`src/rtl/fetch_pkg.sv`:
```
// Shared definitions for the instruction-fetch stage: PCSrc encodings, fetch FSM states, NOP.
// Imported by pc_next_sel and fetch_stage.
package fetch_pkg;

    localparam logic [2:0]  PCSRC_BRANCH = 3'd1;
    localparam logic [2:0]  PCSRC_JUMP   = 3'd2;
    localparam logic [2:0]  PCSRC_JR     = 3'd3;

    localparam logic [31:0] NOP_INSTR    = 32'h0000_0000;

    typedef enum logic [1:0] {
        ST_FETCH = 2'd0,
        ST_WAIT  = 2'd1,
        ST_HOLD  = 2'd2,
        ST_DROP  = 2'd3
    } fetch_state_e;

endpackage

```
`src/rtl/pc_next_sel.sv`:
```
// Redirect priority mux: a taken EX branch beats an ID jump/jr.
// Targets are word-aligned by clearing bits [1:0].
module pc_next_sel
    import fetch_pkg::*;
(
    input  logic [2:0]  i_EX_PCSrc,
    input  logic        i_EX_ALUOut_0,
    input  logic [2:0]  i_ID_PCSrc,
    input  logic [31:0] i_branch_target,
    input  logic [31:0] i_jump_target,
    input  logic [31:0] i_jr_target,
    output logic        o_redirect,
    output logic [31:0] o_redirect_target
);

    always_comb begin
        o_redirect        = 1'b0;
        o_redirect_target = '0;
        if (i_EX_PCSrc == PCSRC_BRANCH && i_EX_ALUOut_0) begin
            o_redirect        = 1'b1;
            o_redirect_target = i_branch_target & ~32'h3;
        end else if (i_ID_PCSrc == PCSRC_JUMP) begin
            o_redirect        = 1'b1;
            o_redirect_target = i_jump_target & ~32'h3;
        end else if (i_ID_PCSrc == PCSRC_JR) begin
            o_redirect        = 1'b1;
            o_redirect_target = i_jr_target & ~32'h3;
        end
    end

endmodule

```
`src/rtl/fetch_stage.sv`:
```
// Instruction fetch: PC, single-outstanding imem handshake, one-entry buffer and IF/ID register.
// Optional perf counters are enabled with the FETCH_PERF_CNT_EN macro.
module fetch_stage
    import fetch_pkg::*;
#(
    parameter logic [31:0] RESET_PC = 32'h0000_0000
)
(
    input  logic        i_clk,
    input  logic        i_reset_n,
    input  logic        i_PCWrite,
    input  logic        i_IF_ID_write,
    input  logic        i_IF_ID_flush,
    input  logic [2:0]  i_ID_PCSrc,
    input  logic [2:0]  i_EX_PCSrc,
    input  logic        i_EX_ALUOut_0,
    input  logic [31:0] i_branch_target,
    input  logic [31:0] i_jump_target,
    input  logic [31:0] i_jr_target,
    output logic        o_imem_req,
    output logic [31:0] o_imem_addr,
    input  logic        i_imem_ready,
    input  logic        i_imem_rvalid,
    input  logic [31:0] i_imem_rdata,
    output logic [31:0] o_IF_ID_instr,
    output logic [31:0] o_IF_ID_PC_plus_4,
    output logic        o_IF_ID_valid
`ifdef FETCH_PERF_CNT_EN
    ,
    output logic [31:0] o_perf_bubble_cnt,
    output logic [31:0] o_perf_drop_cnt
`endif
);

    fetch_state_e r_state;
    fetch_state_e w_nextState;
    logic [31:0]  r_pc, w_nextPc, w_pcPlus4;
    logic [31:0]  r_fbuf;
    logic         r_fbufValid;
    logic [31:0]  r_ifIdInstr, r_ifIdPcPlus4;
    logic         r_ifIdValid;
    logic         w_redirect, w_redirTake;
    logic [31:0]  w_redirectTarget;
    logic         w_rspInWait, w_avail, w_consume;
    logic         w_req, w_fbufLoad;
    logic [31:0]  w_reqAddr;

    pc_next_sel u_pcNextSel (
        .i_EX_PCSrc        (i_EX_PCSrc),
        .i_EX_ALUOut_0     (i_EX_ALUOut_0),
        .i_ID_PCSrc        (i_ID_PCSrc),
        .i_branch_target   (i_branch_target),
        .i_jump_target     (i_jump_target),
        .i_jr_target       (i_jr_target),
        .o_redirect        (w_redirect),
        .o_redirect_target (w_redirectTarget)
    );

    // A redirect wins over consumption: the instruction in hand is on the wrong path.
    always_comb begin
        w_pcPlus4   = r_pc + 32'd4;
        w_redirTake = w_redirect & i_PCWrite;
        w_rspInWait = (r_state == ST_WAIT) & i_imem_rvalid;
        w_avail     = r_fbufValid | w_rspInWait;
        w_consume   = i_IF_ID_write & ~i_IF_ID_flush & i_PCWrite & w_avail & ~w_redirTake;
    end

    always_comb begin
        w_nextState = r_state;
        w_nextPc    = r_pc;
        w_req       = 1'b0;
        w_reqAddr   = r_pc;
        w_fbufLoad  = 1'b0;
        case (r_state)
            ST_FETCH: begin
                w_req = 1'b1;
                if (w_redirTake) begin
                    w_nextPc    = w_redirectTarget;
                    w_nextState = i_imem_ready ? ST_DROP : ST_FETCH;
                end else if (i_imem_ready) begin
                    w_nextState = ST_WAIT;
                end
            end
            ST_WAIT: begin
                if (w_redirTake) begin
                    w_nextPc    = w_redirectTarget;
                    w_nextState = i_imem_rvalid ? ST_FETCH : ST_DROP;
                end else if (i_imem_rvalid) begin
                    // Bypass cycle also issues the next request, giving one fetch per cycle.
                    if (w_consume) begin
                        w_req       = 1'b1;
                        w_reqAddr   = w_pcPlus4;
                        w_nextPc    = w_pcPlus4;
                        w_nextState = i_imem_ready ? ST_WAIT : ST_FETCH;
                    end else begin
                        w_fbufLoad  = 1'b1;
                        w_nextState = ST_HOLD;
                    end
                end
            end
            ST_HOLD: begin
                if (w_redirTake) begin
                    w_nextPc    = w_redirectTarget;
                    w_nextState = ST_FETCH;
                end else if (w_consume) begin
                    w_nextPc    = w_pcPlus4;
                    w_nextState = ST_FETCH;
                end
            end
            ST_DROP: begin
                if (w_redirTake) begin
                    w_nextPc = w_redirectTarget;
                end
                if (i_imem_rvalid) begin
                    w_nextState = ST_FETCH;
                end
            end
            default: w_nextState = ST_FETCH;
        endcase
    end

    assign o_imem_req  = w_req & i_reset_n;
    assign o_imem_addr = w_reqAddr;

    always_ff @(posedge i_clk or negedge i_reset_n) begin
        if (!i_reset_n) begin
            r_state     <= ST_FETCH;
            r_pc        <= RESET_PC;
            r_fbuf      <= NOP_INSTR;
            r_fbufValid <= 1'b0;
        end else begin
            r_state <= w_nextState;
            r_pc    <= w_nextPc;
            if (w_fbufLoad) begin
                r_fbuf <= i_imem_rdata;
            end
            if (w_redirTake) begin
                r_fbufValid <= 1'b0;
            end else if (w_fbufLoad) begin
                r_fbufValid <= 1'b1;
            end else if (w_consume) begin
                r_fbufValid <= 1'b0;
            end
        end
    end

    always_ff @(posedge i_clk or negedge i_reset_n) begin
        if (!i_reset_n) begin
            r_ifIdInstr   <= NOP_INSTR;
            r_ifIdPcPlus4 <= '0;
            r_ifIdValid   <= 1'b0;
        end else if (i_IF_ID_flush) begin
            r_ifIdInstr <= NOP_INSTR;
            r_ifIdValid <= 1'b0;
        end else if (i_IF_ID_write) begin
            if (w_consume) begin
                r_ifIdInstr   <= r_fbufValid ? r_fbuf : i_imem_rdata;
                r_ifIdPcPlus4 <= w_pcPlus4;
                r_ifIdValid   <= 1'b1;
            end else begin
                r_ifIdInstr <= NOP_INSTR;
                r_ifIdValid <= 1'b0;
            end
        end
    end

    assign o_IF_ID_instr     = r_ifIdInstr;
    assign o_IF_ID_PC_plus_4 = r_ifIdPcPlus4;
    assign o_IF_ID_valid     = r_ifIdValid;

`ifdef FETCH_PERF_CNT_EN
    logic        w_bubble, w_drop;
    logic [31:0] r_perfBubbleCnt, r_perfDropCnt;

    always_comb begin
        w_bubble = i_IF_ID_write & ~i_IF_ID_flush & ~w_consume;
        w_drop   = ((r_state == ST_DROP) & i_imem_rvalid) | (w_rspInWait & w_redirTake);
    end

    always_ff @(posedge i_clk or negedge i_reset_n) begin
        if (!i_reset_n) begin
            r_perfBubbleCnt <= '0;
            r_perfDropCnt   <= '0;
        end else begin
            r_perfBubbleCnt <= r_perfBubbleCnt + {31'b0, w_bubble};
            r_perfDropCnt   <= r_perfDropCnt + {31'b0, w_drop};
        end
    end

    assign o_perf_bubble_cnt = r_perfBubbleCnt;
    assign o_perf_drop_cnt   = r_perfDropCnt;
`endif

endmodule

```
`config.mk`:
```
export PLATFORM = sky130hd
export DESIGN_NAME = fetch_stage
export DESIGN_NICKNAME = d
export VERILOG_FILES = /design/src/rtl/fetch_pkg.sv /design/src/rtl/pc_next_sel.sv /design/src/rtl/fetch_stage.sv
export SDC_FILE = /design/constraint.sdc
export NUM_CORES = 1
export LEC_CHECK = 0
export ABC_AREA = 1
export CAP_MARGIN = 10
export CORE_MARGIN = 5
export CORE_UTILIZATION = 45
export DETAILED_ROUTE_END_ITERATION = 7
export HOLD_SLACK_MARGIN = 0.15
export PLACE_DENSITY = 0.83
export SKIP_CTS_REPAIR_TIMING = 1
export SYNTH_ARGS = -nofsm -noshare
export SYNTH_HDL_FRONTEND = slang
export SYNTH_SLANG_ARGS = --single-unit
```
`constraint.sdc`:
```
create_clock -name i_clk -period 2.4 [get_ports i_clk]
set_clock_uncertainty 0.05 [all_clocks]
set_input_delay 0.48 -clock i_clk [delete_from_list [all_inputs] [get_ports i_clk]]
set_output_delay 0.48 -clock i_clk [all_outputs]
set_load 0.01 [all_outputs]
```
==> impl_metrics.toml, run 1 <==
[clock_network]
clk_pin_slew_ps = 60
cts_tree = "yes"
root_buffer = "clkbuf_16"
clock_latency_ps = 430
htree_num_levels = 4
clock-sinks = 128
cts_buffer_depth = 2
numCtsBuffers = 17

[power_and_ir_drop]
comb_power_share_pct = 60.8
power_frac_seq_pct = 22.7
internal-power_mw = 8.72
switching_share_pct = 44.8
power.density_nw_per_um2 = 1140
clkPwrFrac_pct = 16.5
switching_power_mw = 7.09
ir_worst_vdd_uv = 707
p_leak_nw = 6.86

[sta]
final_hold_viol_count = 0
slew_violations = 0
rsz0062_at_grt = "true"
setup_slack_ps = -678
fmax_ghz = 0.325
layout_min_cycle_time_ps = 3080
period_share_pct = 128
whs_ps = 157
worst_pin_slew_ps = 753
setup_viol_count_final = 33
max-slew-margin-rel_pct = 49.8

[logic_synthesis]
synth.avg_cell_area_sq_um = 6.48
synth_fa_ha_area_share_pct = 0.851
synth_xor_area_share_pct = 0.582
synth-simple-area-share_pct = 33.4
synth_flop_cell = "dfrtp_1"
synth_seq_area_share_pct = 36.3
synth-seq-cells = 128
synthCells = 1361
async_flop_share_pct = 100
synth_cell_types = 40
synth_compound_area_share_pct = 17.7
synth.area.mux_share_pct = 0.128
yosysWarnings = 0
synth_area_sq_um = 8820
synth_top_family_by_area = "simple AND/OR/NAND/NOR gates"
synth_edf_count = 0

[drt]
dr.pass1.iters = 7
wire_per_inst_microns = 17.5
detail-route-antenna-nets = 0
drc_errors = 0
drtIter0Drc = 1235
route.vias.total = 11000
routed_via_density = 5.42
wirelength_microns = 35500

[die]
die-area_sq_um = 22500
initial_core_util_pct = 45.5
rows = 51
die_h_microns = 150
core_sq_um = 19400
ioPinCount = 240
dieWidth_microns = 150

[worst_setup_path]
critPathLaunchType = "flop"
worst-endpoint-arrival_ps = 2550
crit_path_end_kind = "output pin"
critPathMaxFanout = 8
crit_start = "r_state[1]"
reg2reg_from = "r_state[1]"
crit_type = "flop to output pin"
worstPathRequired_ps = 1870

[grt]
grt_max_degree = 129
grt_first_pass_wirelength_microns = 50300
grt_overflow_total = 0
grt_pass1_vias = 10100
grt.total_usage_pct = 28.1
antenna_found_initial = 2

[job]
cap_violations = 0

[final_layout]
final_cells = 2029
drive_gt1_share_pct = 22.5
final_cell_mix = "478 x nand2_1, 201 x buf_4, 194 x clkdlybuf4s50_1"
fin_nets = 1900
area_delta_synth_final_pct = 56.5
final_common_cell = "nand2_1"

[placed_design]
dp_hpwl_microns = 23700
pre_cts_slack_ps = -1150
placed_cells = 1959
routabilityCongestion = 0.973
port_buffers = 229

[worst_hold_path]
hp-class = "input port to async pin"

[run_status]
status = "finished with violations"
failed_checks = "negative setup slack"
==> Yosys cell counts (2+ instances only) <==
cell type    n  share of area [%]
nand2_1    501                 21
inv_1      152                6.5
o21ai_0    133                7.5
dfrtp_1    128                 36
nand3_1     98                5.6
nor2_1      73                3.1
a21oi_1     41                2.3
clkbuf_1    39                1.7
o22ai_1     34                2.4
buf_2       17               0.96
a22oi_1     16                1.4
o21ai_1     16               0.91
a31oi_1     14               0.99
buf_4       13                1.1
o21a_1      12                1.0
buf_1        9               0.38
nor2_4       9                1.1
ha_1         6               0.85
or2_0        6               0.43
nand2_2      5               0.35
o211ai_1     5               0.43
nand2_4      4               0.51
xor2_1       4               0.40
nor2_2       3               0.21
o21bai_1     3               0.26
buf_6        2               0.26
inv_2        2              0.085
nand4_1      2               0.14
nor3_1       2               0.11
or2_2        2               0.14
==> worst max-delay path, cell delays in order, from the launching register on <==
cell	delay, ps
dfrtp_1	400
inv_2	90
ha_4	160
nand2_4	70
buf_4	160
a21oi_4	160
nand2_4	110
buf_12	170
nand2_1	100
nand2_1	90
nand2_1	110
nand2_1	70
mux2_2	260
buf_2	150
==> flip-flops by register name, indices dropped and copies added (netlist names) <==
signal             count
r_state                2
o_IF_ID_valid          1
o_IF_ID_instr         32
r_fbuf                32
o_IF_ID_PC_plus_4     30
r_fbufValid            1
r_pc                  30
==> worst paths after layout <==
kind	endpoint	slack (ps)	depth (start not counted)
max	o_imem_addr[17]	-680	13
min	r_pc[6]	160	2
max reg2reg	r_pc[9]	-100	15
min reg2reg	r_fbuf[29]	430	2
max in group asynchronous	o_IF_ID_PC_plus_4[21]	1550	2
min in group i_clk	r_fbuf[29]	430	2
==> metal layers <==
metal  up-vias  wire length [microns]  track usage [%]
li1       5134                      -                -
met1      5089                  13100             34.6
met2       582                  17300             47.6
met3       187                   2930             5.54
met4         0                   2160             13.1
met5         -                      0                0
==> cell families after synthesis <==
| logic type | Yosys count |
|---|---|
| AOI/OAI and AO/OA | 278 |
| xor gates and xnor gates | 5 |
| adders and majority gates | 6 |
| buffers and inverters | 235 |
| DFF | 128 |
| muxes | 1 |
| other | 1 |
| and+or+nand+nor | 707 |
==> power groups by stage <==
stage	logic, mW	registers, mW	clock network [mW]
after floorplan	4.41	3.66	0
after global placement	8.66	3.52	0
after detailed placement	8.83	3.56	0
after CTS	8.92	3.54	2.61
after global routing	10.4	3.66	2.71
final	9.61	3.58	2.61
==> through the flow <==
step           cell area, sq um  total power, mW  utilization (%)  setup TNS, ps
5_1_grt                   13800             16.8             71.2         -19040
6_report                  13800             15.8             71.2         -16190
3_5_place_dp              12500             12.4             64.6         -41920
3_3_place_gp              12500             12.2             64.6         -37050
4_1_cts                   13100             15.1             67.6         -30420
2_1_floorplan              8830             8.07                -              0
==> cell type report <==
| class | instances | area (sq um) |
|---|---|---|
| diodes | 2 | 5.00 |
| clock buffers | 20 | 467 |
| clock inverters | 9 | 110 |
| fillers | 1481 | 5600 |
| inverters | 155 | 584 |
| multi-input cells | 1001 | 5100 |
| flip-flops and latches | 128 | 3200 |
| well taps | 265 | 332 |
| repair buffers | 449 | 4000 |
Power figures use the tool's default switching activity.
==> run 2, diff against run 1 <==
--- a/config.mk
+++ b/config.mk
@@ -7,11 +7,13 @@
 export LEC_CHECK = 0
 export ABC_AREA = 1
 export CAP_MARGIN = 10
+export CELL_PAD_IN_SITES_DETAIL_PLACEMENT = 0
+export CELL_PAD_IN_SITES_GLOBAL_PLACEMENT = 1
 export CORE_MARGIN = 5
-export CORE_UTILIZATION = 45
+export CORE_UTILIZATION = 34
 export DETAILED_ROUTE_END_ITERATION = 7
 export HOLD_SLACK_MARGIN = 0.15
-export PLACE_DENSITY = 0.83
+export PLACE_DENSITY = 0.9
 export SKIP_CTS_REPAIR_TIMING = 1
 export SYNTH_ARGS = -nofsm -noshare
 export SYNTH_HDL_FRONTEND = slang
==> impl_metrics.toml, run 2 (synthesis gave the netlist of run 1 again) <==
[job]
cap_violations = 0

[run_status]
status = "finished with violations"
failed_checks = "negative setup slack"

[worst_setup_path]
critPathLaunchType = "input port"
critPathMaxFanout = 5
reg2reg_depth = 17
reg2reg_from = "r_pc[2]"
rr_endpoint = "r_pc[20]"
worstPathRequired_ps = 1870
r2r_slack_ps = 140
worst-endpoint-arrival_ps = 2400
crit_type = "input port to output pin"
crit_path_end_kind = "output pin"

[grt]
antenna_found_initial = 1
grt_max_degree = 129
grt_pass1_vias = 9847
grt_overflow_total = 0
grt_first_pass_wirelength_microns = 50600
grt.total_usage_pct = 21.7

[drt]
drc_errors = 0
dr.pass1.iters = 8
wire_per_inst_microns = 15.8
routed_via_density = 4.94
route.vias.total = 10400
detail-route-antenna-nets = 0
wirelength_microns = 33100
drtIter0Drc = 753

[power_and_ir_drop]
switching_power_mw = 6.60
clkPwrFrac_pct = 16.0
internal-power_mw = 8.48
finalPower_mw = 15.1
comb_power_share_pct = 60.4
power_frac_seq_pct = 23.6
p_leak_nw = 6.76
ir_worst_vdd_uv = 632
switching_share_pct = 43.7
power.density_nw_per_um2 = 1090

[die]
ioPinCount = 240
die-area_sq_um = 29300
core_sq_um = 25800
initial_core_util_pct = 34.2
die_h_microns = 171
rows = 59
dieWidth_microns = 171

[final_layout]
nFillCells = 2465
final_common_cell = "nand2_1"
final_cell_mix = "482 x nand2_1, 200 x buf_4, 196 x clkdlybuf4s50_1"
multi_input_area_sq_um = 5040
final_util_pct = 53.6
fin_area_sq_um = 13800
fin_nets = 1903
drive_gt1_share_pct = 22.1
area_delta_synth_final_pct = 56.7
seq_area_sq_um = 3200

[sta]
fmax_ghz = 0.341
setup_viol_count_final = 31
max-slew-margin-rel_pct = 52.4
layout_min_cycle_time_ps = 2930
fin_tns_setup_ps = -13190
setup_slack_ps = -534
slew_violations = 0
worst_pin_slew_ps = 713
rsz0062_at_grt = "true"
final_hold_viol_count = 0
period_share_pct = 122

[clock_network]
root_buffer = "clkbuf_16"
clock-sinks = 128
cts_buffer_depth = 2
cts_tree = "yes"
htree_num_levels = 4
numCtsBuffers = 17
clk_pin_slew_ps = 60
clock_latency_ps = 420

[worst_hold_path]
hp-class = "input port to async pin"

[placed_design]
placed_cell_area_sq_um = 12800
pre_cts_slack_ps = -909
dp_hpwl_microns = 24600
routabilityCongestion = 0.960
port_buffers = 229
[run 2: cell type report]
class	count	share of cell area [%]
inverter	155	4.23
antenna	1	0.0181
multi-input combinational	1002	36.5
sequential	128	23.2
clock inverter	6	0.444
tap	335	3.03
clock buffer	22	3.36
timing repair buffer	451	29.3
[run 2: how the worst max path moves through the flow]
stage / depth (start not counted) / slack, ps / start / to
final: 14 / -530 / i_imem_rvalid / o_imem_addr[16]
after global routing: 15 / -630 / r_state[1] / o_imem_addr[16]
after CTS: 12 / -1050 / r_state[1] / o_imem_addr[11]
after detailed placement: 12 / -910 / i_EX_PCSrc[2] / o_imem_addr[11]
after global placement: 12 / -900 / i_ID_PCSrc[2] / o_imem_addr[11]
after floorplan: 11 / 90 / r_state[1] / o_imem_addr[10]
[run 2: stage by stage]
step                      cells  hold WS, ps
after floorplan            1364          134
after global placement     2046          410
after detailed placement   2046          415
after CTS                  2074          217
after global routing       2100          214
final                      2100          161
[run 2: routing by layer]
metal / vias up / wire length (microns) / track usage (%)
li1: 5134 / - / -
met1: 4858 / 13800 / 27.7
met2: 311 / 16800 / 37.6
met3: 73 / 1510 / 2.80
met4: 0 / 1080 / 8.03
met5: - / 0 / 0
[run 2: critical path: stages]
cell,delay [ps]
clkdlybuf4s50_1,540
nand2_4,100
nand2_4,70
nand4_4,90
nor2_4,170
buf_6,160
buf_12,120
nand3_1,90
o21ai_1,110
nand2_1,100
nand2_1,70
nand2_1,60
o21ai_2,80
buf_2,160
[run 2: power by group through the flow]
stage | Sequential [mW] | Combinational [mW] | Clock [mW]
after CTS | 3.53 | 8.99 | 2.44
after detailed placement | 3.56 | 8.94 | 0
after global routing | 3.66 | 10.1 | 2.54
after floorplan | 3.66 | 4.41 | 0
final | 3.56 | 9.11 | 2.41
after global placement | 3.54 | 8.84 | 0
==> run 3, diff against run 2 <==
--- a/config.mk
+++ b/config.mk
@@ -11,6 +11,7 @@
 export CELL_PAD_IN_SITES_GLOBAL_PLACEMENT = 1
 export CORE_MARGIN = 5
 export CORE_UTILIZATION = 34
+export CTS_CLUSTER_DIAMETER = 60
 export DETAILED_ROUTE_END_ITERATION = 7
 export HOLD_SLACK_MARGIN = 0.15
 export PLACE_DENSITY = 0.9
==> results of run 3 <==
Same layout as run 2: the final DEF is identical, and so are final timing and power.
==> RTL edit, RTL diff (settings of run 3) <==
Build with the macro `FETCH_PERF_CNT_EN` defined.
--- a/src/rtl/fetch_stage.sv
+++ b/src/rtl/fetch_stage.sv
@@ -1,4 +1,6 @@
 // Instruction fetch: PC, single-outstanding imem handshake, one-entry buffer and IF/ID register.
 // Optional perf counters are enabled with the FETCH_PERF_CNT_EN macro.
+`define FETCH_PERF_CNT_EN
+
 module fetch_stage
     import fetch_pkg::*;
Function (old outputs only; new: o_perf_bubble_cnt and o_perf_drop_cnt): kept (equiv_simple and equiv_induct, registers matched by name and starting in step).
==> RTL edit against run 3 <==
The flow still finishes with violations (setup timing). Power increased by 15%. Count of clock-buffer cells in the layout down 4. Critical endpoint unchanged. Setup slack got worse by 0.28 ns. Sequential cell count grew 64. Critical path type unchanged. Highest routed layer unchanged. Area after synthesis increased by 32%. Clock power up 24%. Design area grew 31%. Wire length grew 27%. Register-to-register slack worse by 0.78 ns. Via count rose by 23%.
==> RTL edit: results <==
set metrics [dict create \
    final_util 0.536 \
    dp_cells 2498 \
    synthAdderAreaFrac 0.0118 \
    muxShareOfSynthArea 0.00193 \
    drtPass1Iterations 5 \
    cts_htree_levels 4 \
    drt_iter0_markers 769 \
    place_congestion 0.923 \
    synth_common_cells "517 x nand2_1, 192 x dfrtp_1, 139 x inv_1" \
    grt_max_degree 126 \
    synthDistinctLibCells 49 \
    numCtsBuffers 17 \
    synth_area_leaders "dfrtp_1 41%, nand2_1 17%, o21ai_0 5.4%" \
    grt_pass1_wl_um 64700 \
    nets 2261 \
    seq_area_frac_synth 0.412 \
    globalRouteTotalUtil 0.207 \
    post_synth_xor_area_fraction 0.0420 \
    io_buffers 293 \
    max-clock-path-buffers 2 \
    crit_arrival_ns 2.69 \
    clk_latency_ns 0.45 \
    syn-instance-count 1599 \
    hpwl_um 31000 \
    fillCellCount 3133 \
    async_flop_share 1.00 \
    vdd_drop_max_v 0.000473 \
    ys_warn_count 0 \
    clockRootBuffer "clkbuf_16" \
    synth-edff-count 0 \
    antenna_found_initial 0 \
    synth_compound_area_frac 0.154 \
    path_clk_slew_ns 0.08 \
    grt_pass1_vias 12400 \
    violations "setup timing" \
    drive_gt1_frac 0.227 \
    setup_viol 80 \
    drt-wirelength-per-cell_um 16.3 \
    worstPathMaxFanout 6 \
    via_per_inst 4.97 \
    status "finished with violations" \
    finalWirelength_um 42000 \
    setup_ws_ns -0.815 \
    hold_path.class "input pin to async pin" \
    worst_slew_pin_slew_ns 0.698 \
    placed_area_um2 16800 \
    p_leak_nw 8.76 \
]
-- RTL edit: cell count changes in the layout (fill, tap and decap cells not counted), moves of 32 or more --
cell and change:
buf_4 +46, dfrtp_1 +64, o22ai_1 -32, clkdlybuf4s50_1 +61, xor2_1 +33, a32o_1 +32
-- RTL edit: where the power goes --
group | switching (mW) | internal [mW] | total (mW)
Sequential | 0.679 | 4.15 | 4.83
Clock | 1.38 | 1.61 | 2.99
Combinational | 5.22 | 4.37 | 9.59
-- RTL edit: logic make-up (layout without fill, tap and decap cells) --
| logic type | Yosys count | in the layout |
|---|---|---|
| xor+xnor | 56 | 56 |
| buf+inv | 233 | 752 |
| mux | 2 | 2 |
| flops | 192 | 192 |
| compound gates | 297 | 297 |
| simple gates | 807 | 807 |
| other cells | 1 | 5 |
| fa+ha+maj | 11 | 11 |
-- RTL edit: cell type report --
type / count / share of cell area
Timing Repair Buffer: 570 / 0.286
Clock buffer: 18 / 0.0243
Multi-Input combinational cell: 1177 / 0.352
Inverter: 150 / 0.0312
Antenna cell: 1 / 0.000138
Clock inverter: 14 / 0.00942
Tap cell: 448 / 0.0310
Sequential cell: 192 / 0.266
-- RTL edit: routing by layer --
metal	wire, um	up-vias	track usage
li1	-	6248	-
met1	17300	5923	0.263
met2	20300	518	0.354
met3	3050	86	0.0443
met4	1370	0	0.0680
met5	0	-	0
-- RTL edit: worst max-delay path: stages --
cell	delay, ns
clkdlybuf4s50_1	0.58
nand2_4	0.08
a21oi_2	0.13
inv_2	0.06
nor2_4	0.31
buf_12	0.17
clkbuf_16	0.16
nand3_4	0.08
nand2_2	0.11
nand2_1	0.06
nand2_1	0.11
nand2_1	0.08
o21ai_2	0.10
buf_2	0.17
-- RTL edit: path summary, 6_finish.rpt --
| check | start | end | slack, ns | cells after the start |
|---|---|---|---|---|
| worst max-delay path | i_imem_rvalid | o_imem_addr[16] | -0.82 | 14 |
| worst min-delay path | i_reset_n | o_IF_ID_PC_plus_4[9] | 0.15 | 2 |
| worst max register to register | r_state[1] | o_perf_bubble_cnt[24] | -0.64 | 21 |
| worst min register to register | o_perf_bubble_cnt[31] | o_perf_bubble_cnt[31] | 0.42 | 1 |
| max in group asynchronous | i_reset_n | o_perf_bubble_cnt[20] | 1.20 | 3 |
| min in group i_clk | o_perf_bubble_cnt[31] | o_perf_bubble_cnt[31] | 0.42 | 1 |
-- RTL edit: through the flow --
stage / worst slack, ns / TNS, ns / total power, mW / hold slack [ns]
finish: -0.815 / -38.27 / 17.4 / 0.152
global placement: -1.13 / -85.09 / 14.0 / 0.406
CTS: -1.14 / -50.81 / 17.2 / 0.166
global route: -0.848 / -46.31 / 18.7 / 0.166
floorplan: -0.958 / -20.93 / 9.39 / 0.134
detailed placement: -1.15 / -89.27 / 14.2 / 0.416
